File: config.mk
export PLATFORM = sky130hd
export DESIGN_NAME = delay_line
export DESIGN_NICKNAME = d
export VERILOG_FILES = /design/src/rtl/delay_line_pkg.sv /design/src/rtl/delay_stage.sv /design/src/rtl/delay_line.sv
export SDC_FILE = /design/constraint.sdc
export NUM_CORES = 1
export LEC_CHECK = 0
export BUFFER_PORTS_ARGS = -buffer_cell sky130_fd_sc_hd__buf_2
export CAP_MARGIN = 0
export CORE_ASPECT_RATIO = 0.5
export CORE_UTILIZATION = 51
export DETAILED_ROUTE_END_ITERATION = 8
export PLACE_DENSITY = 0.75
export SYNTH_ARGS = -nofsm -noshare
export SYNTH_HDL_FRONTEND = slang
export SYNTH_SLANG_ARGS = --single-unit
File: constraint.sdc
create_clock -name CLK -period 1.1 [get_ports CLK]
set_input_delay 0.11 -clock CLK [delete_from_list [all_inputs] [get_ports CLK]]
set_output_delay 0.11 -clock CLK [all_outputs]
set_load 0.02 [all_outputs]
File: src/rtl/delay_line_pkg.sv
// Shared constants and the width helper for the delay_line sample memory.
package delay_line_pkg;

  localparam int DL_DEPTH_MIN = 2;
  localparam int DL_DEPTH_MAX = 64;
  localparam int DL_N_DEFAULT = 16;

  function automatic int dl_clog2(input int v);
    int r;
    r = 0;
    for (int i = 0; i < 32; i++) begin
      if ((1 << r) < v) r = r + 1;
    end
    return r;
  endfunction

endpackage

File: src/rtl/delay_stage.sv
// One N-bit signed storage stage: reset, then clear, then enable.
module delay_stage #(
  parameter int N = 16
) (
  input  logic                clk_i,
  input  logic                rst_i,
  input  logic                clr_i,
  input  logic                en_i,
  input  logic signed [N-1:0] d_i,
  output logic signed [N-1:0] q_o
);

  logic signed [N-1:0] data_q;
  logic signed [N-1:0] data_d;

  always_comb begin
    data_d = data_q;
    if (clr_i) begin
      data_d = '0;
    end else if (en_i) begin
      data_d = d_i;
    end
  end

  always_ff @(posedge clk_i) begin
    if (rst_i) begin
      data_q <= '0;
    end else begin
      data_q <= data_d;
    end
  end

  assign q_o = data_q;

endmodule

File: src/rtl/delay_line.sv
// DEPTH-stage signed delay line with fill tracking and a run-time tap mux.
// Defining DELAY_LINE_TAPS_EN adds the flattened taps output.
module delay_line
  import delay_line_pkg::*;
#(
  parameter  int N     = DL_N_DEFAULT,
  parameter  int DEPTH = 4,
  localparam int SW    = (dl_clog2(DEPTH) > 1) ? dl_clog2(DEPTH) : 1,
  localparam int FW    = dl_clog2(DEPTH + 1)
) (
  input  logic                CLK,
  input  logic                RST,
  input  logic                en,
  input  logic                clr,
  input  logic signed [N-1:0] d,
  input  logic [SW-1:0]       sel,
  output logic signed [N-1:0] q,
  output logic                q_valid,
  output logic                full,
  output logic [FW-1:0]       fill
`ifdef DELAY_LINE_TAPS_EN
  ,
  output logic [N*DEPTH-1:0]  taps
`endif
);

  if (DEPTH < DL_DEPTH_MIN || DEPTH > DL_DEPTH_MAX) begin : g_depth_check
    $error("delay_line: DEPTH out of legal range");
  end

  logic signed [N-1:0] stage [DEPTH];
  logic [FW-1:0]       fill_q;
  logic [FW-1:0]       fill_d;

  for (genvar gi = 0; gi < DEPTH; gi++) begin : g_stage
    logic signed [N-1:0] stage_in;
    if (gi == 0) begin : g_head
      assign stage_in = d;
    end else begin : g_body
      assign stage_in = stage[gi-1];
    end

    delay_stage #(.N(N)) u_stage (
      .clk_i (CLK),
      .rst_i (RST),
      .clr_i (clr),
      .en_i  (en),
      .d_i   (stage_in),
      .q_o   (stage[gi])
    );

`ifdef DELAY_LINE_TAPS_EN
    assign taps[N*gi +: N] = stage[gi];
`endif
  end

  // Fill saturates at DEPTH so that full stays asserted while streaming.
  always_comb begin
    fill_d = fill_q;
    if (clr) begin
      fill_d = '0;
    end else if (en && (fill_q != FW'(DEPTH))) begin
      fill_d = fill_q + 1'b1;
    end
  end

  always_ff @(posedge CLK) begin
    if (RST) begin
      fill_q <= '0;
    end else begin
      fill_q <= fill_d;
    end
  end

  // Out-of-range sel (non power-of-2 DEPTH) matches no stage and yields 0.
  always_comb begin
    q = '0;
    for (int k = 0; k < DEPTH; k++) begin
      if (sel == SW'(k)) q = stage[k];
    end
  end

  assign q_valid = (int'(sel) < DEPTH) && (int'(fill_q) > int'(sel));
  assign full    = (fill_q == FW'(DEPTH));
  assign fill    = fill_q;

endmodule

==> metrics.md <==
| Metric | Value |
|---|---|
| Status | `finished with violations` |
| Failing checks | `negative setup slack` |
| Leading cell type in the layout, fill and taps excluded | `nor2_1` |
| Hold buffer count at cts | `0` |
| Endpoints failing hold | `0` |
| Routed vias/inst | `5.17` |
| Area Growth Syn to Fin | `39.6%` |
| Layout cells sized above 1 | `52.8%` |
| Maximum VDD drop | `914 µV` |
| GR Util met2 | `38.1%` |
| H-tree Lvls | `3` |
| Grt met3 use | `5.31%` |
| DP HPWL | `3560 µm` |
| First-pass GRT wire length | `9950 µm` |
| Crit-path max FO | `2` |
| Final setup viols | `21` |
| CTS tree | `done` |
| Max_slew headroom | `81.3%` |
| Fin area | `4070 µm²` |
| Total wire length | `6330 µm` |
| Clock Latency Late Sink | `0.32 ns` |
| Mean post-synth cell area | `11.6 µm²` |
| Simple-Gate Fraction of Synth Area | `9.84%` |
| Sw Pwr | `1250 µW` |
| # IOs | `43` |
| Final hold slack | `0.0180 ns` |
| Largest family of logic cells by synthesized area | `multiplexers` |
| Worst hold path class | `primary input to register` |
| Detail-routed net length per standard cell | `15.2 µm` |
| Leak | `0.00185 µW` |
| GPL Wtd Cong | `0.665` |
| Startpoint Class | `register` |
| RSZ-0062 raised after global routing | `true` |
| Mapped Area | `2910 µm²` |
| Initial Util | `53.0%` |
| Core area | `5490 µm²` |
| Clock slew seen by the registers of the worst setup and hold paths | `0.05 ns` |
| GRT Overall Usage | `22.0%` |
| Combinational share of power | `8.3%` |
| WS Path Type | `register to output port` |
| DRC violations left | `0` |
| Die H | `55.4 µm` |
| DRT iter0 DRCs | `95` |
| Largest net degree at the start of global routing | `68` |
| Drt pass-1 iters | `4` |
| Fin crit share | `128%` |
| Routed vias | `2151` |
| Internal power | `4760 µW` |
| Grt met1 use | `26.1%` |
| Initial antenna violation count | `0` |
| Fmax | `0.708 GHz` |
| Sink Count | `67` |
| Clock skew | `0.00533 ns` |
| Sequential area share after synthesis | `46.0%` |
| Pwr Density | `1480 nW/µm²` |
| Layer with the highest usage | `met2` |
| Mux contribution to synthesized area | `35.9%` |
| Required @ worst endpoint | `0.99 ns` |
| Synth Area in Adders | `1.72%` |
| Ys Warns | `0` |
| Die Width | `109 µm` |
| CTS max path bufs | `2` |
| Max-cap violations | `0` |
| Seq pwr share | `41.1%` |
| Layout Cells excl Fill | `416` |
| Post-route ant nets | `0` |
| Filler Cell Count | `353` |
| Ant. Diodes | `0` |
| IO buf count | `42` |
| PnR worst setup slack | `-0.312 ns` |
| Cell count after synthesis | `252` |
| Net Sw Frac | `20.8%` |
| Gr ovfl total | `0` |
| Cell Rows | `19` |
| Worst setup EP type | `output port` |
| Placed cell areas | `3320 µm²` |
| CTS buffer count | `9` |
| Post-Synth XOR/XNOR Area | `0.301%` |
| Syn Nets | `278` |
| Most frequent cells in the layout | `nor2_1, mux2i_1, buf_4, dfxtp_2, buf_2` |
| CP arrival | `1.30 ns` |
| Worst Tran Pin Value | `0.280 ns` |
| Min Tclk post-route | `1.41 ns` |
| Placed Cells incl. Taps | `367` |
| Number of global-route vias before repair | `2148` |
| Die area | `6040 µm²` |
| Fin. max-slew vios | `0` |
| Post-synthesis compound-gate area fraction | `0.773%` |
| Clock Power Share | `50.5%` |
| Synth cell types | `23` |
| CTS root buf | `clkbuf_16` |
| Yosys reg bits | `67` |
| Final nets | `364` |
## cell families (layout without fill, tap and decap cells)
group | after synthesis | count (layout)
XOR/XNOR | 1 | 1
AND/OR/NAND/NOR | 73 | 73
adder cells (fa/ha/maj) | 4 | 4
AO/OA/AOI/OAI | 4 | 4
buffers and inverters | 22 | 113
flip-flops | 67 | 67
multiplexers | 81 | 81
## Yosys cell counts
cell type  count  share of area, %
a21boi_1       1              0.26
a21oi_1        1              0.17
and2_1         1              0.21
buf_1          2              0.26
buf_12         1              0.69
buf_2          3              0.52
buf_4          7               1.8
buf_6          4               1.5
clkbuf_1       2              0.26
dfxtp_1       67                46
ha_1           4               1.7
inv_1          3              0.39
mux2i_1       65                22
mux4_1         9               8.1
mux4_2         7               5.4
nand2_1        2              0.26
nand2b_1       1              0.21
nor2_1        66               8.5
nor2b_1        1              0.21
o21ai_0        2              0.34
or2_0          1              0.21
or2_1          1              0.21
xnor2_1        1              0.30
## critical path, cell delays in order (launching register included)
cell,delay [ns]
dfxtp_4,0.35
ha_4,0.26
nor2b_4,0.13
o21ai_2,0.05
nand2b_1,0.07
buf_6,0.11
## layout make-up
type	instances	area (µm²)	share of cell area (%)
timing repair buffer	94	791	19.5
clock buffer	12	246	6.06
inverter	3	11.3	0.277
clock inverter	4	73.8	1.82
multi-input combinational	163	1450	35.6
sequential	67	1400	34.5
tap	73	91.3	2.25
## through the flow
step                total power [µW]  utilization, %  TNS (ns)  setup slack, ns
floorplan                       2830               -  -0.00484         -0.00484
detailed placement              2950            60.5     -1.59           -0.150
finish                          6020            74.0     -5.17           -0.312
global placement                2940            60.5     -1.53           -0.124
CTS                             6030            72.5     -5.23           -0.350
global route                    6210            74.0     -5.78           -0.362
## layer usage
layer	vias up	wire length [µm]
li1	1047	-
met3	7	230
met2	48	3220
met5	-	0
met4	0	73
met1	1049	2810
## flip-flops by register name (all words and copies together) (netlist names)
signal and cells:
g_stage.u_stage.q_o 64, fill 3
## power groups by stage
stage	combinational, µW	clock [µW]	sequential, µW
final	502	3040	2470
after global routing	536	3200	2470
after CTS	479	3080	2470
after detailed placement	428	0	2520
after global placement	417	0	2520
after floorplan	309	0	2520
## path summary, 6_finish.rpt
| path | start | to | slack (ns) | cells past startpoint |
|---|---|---|---|---|
| min | d[3] | g_stage[0].u_stage.q_o[3] | 0.02 | 3 |
| min reg2reg | g_stage[3].u_stage.q_o[14] | g_stage[3].u_stage.q_o[14] | 0.48 | 2 |
| max reg2reg | fill[1] | fill[1] | -0.15 | 6 |
| max | fill[1] | q_valid | -0.31 | 5 |
## repair_timing
item	CTS	global route
pin swaps	4	5
endpoints found under the setup margin	19	22
buffers inserted	27	6
resized for setup	84	11
gates cloned	0	0
hold endpoints to repair	0	0
Note: power is estimated with default switching activity, not from simulation.
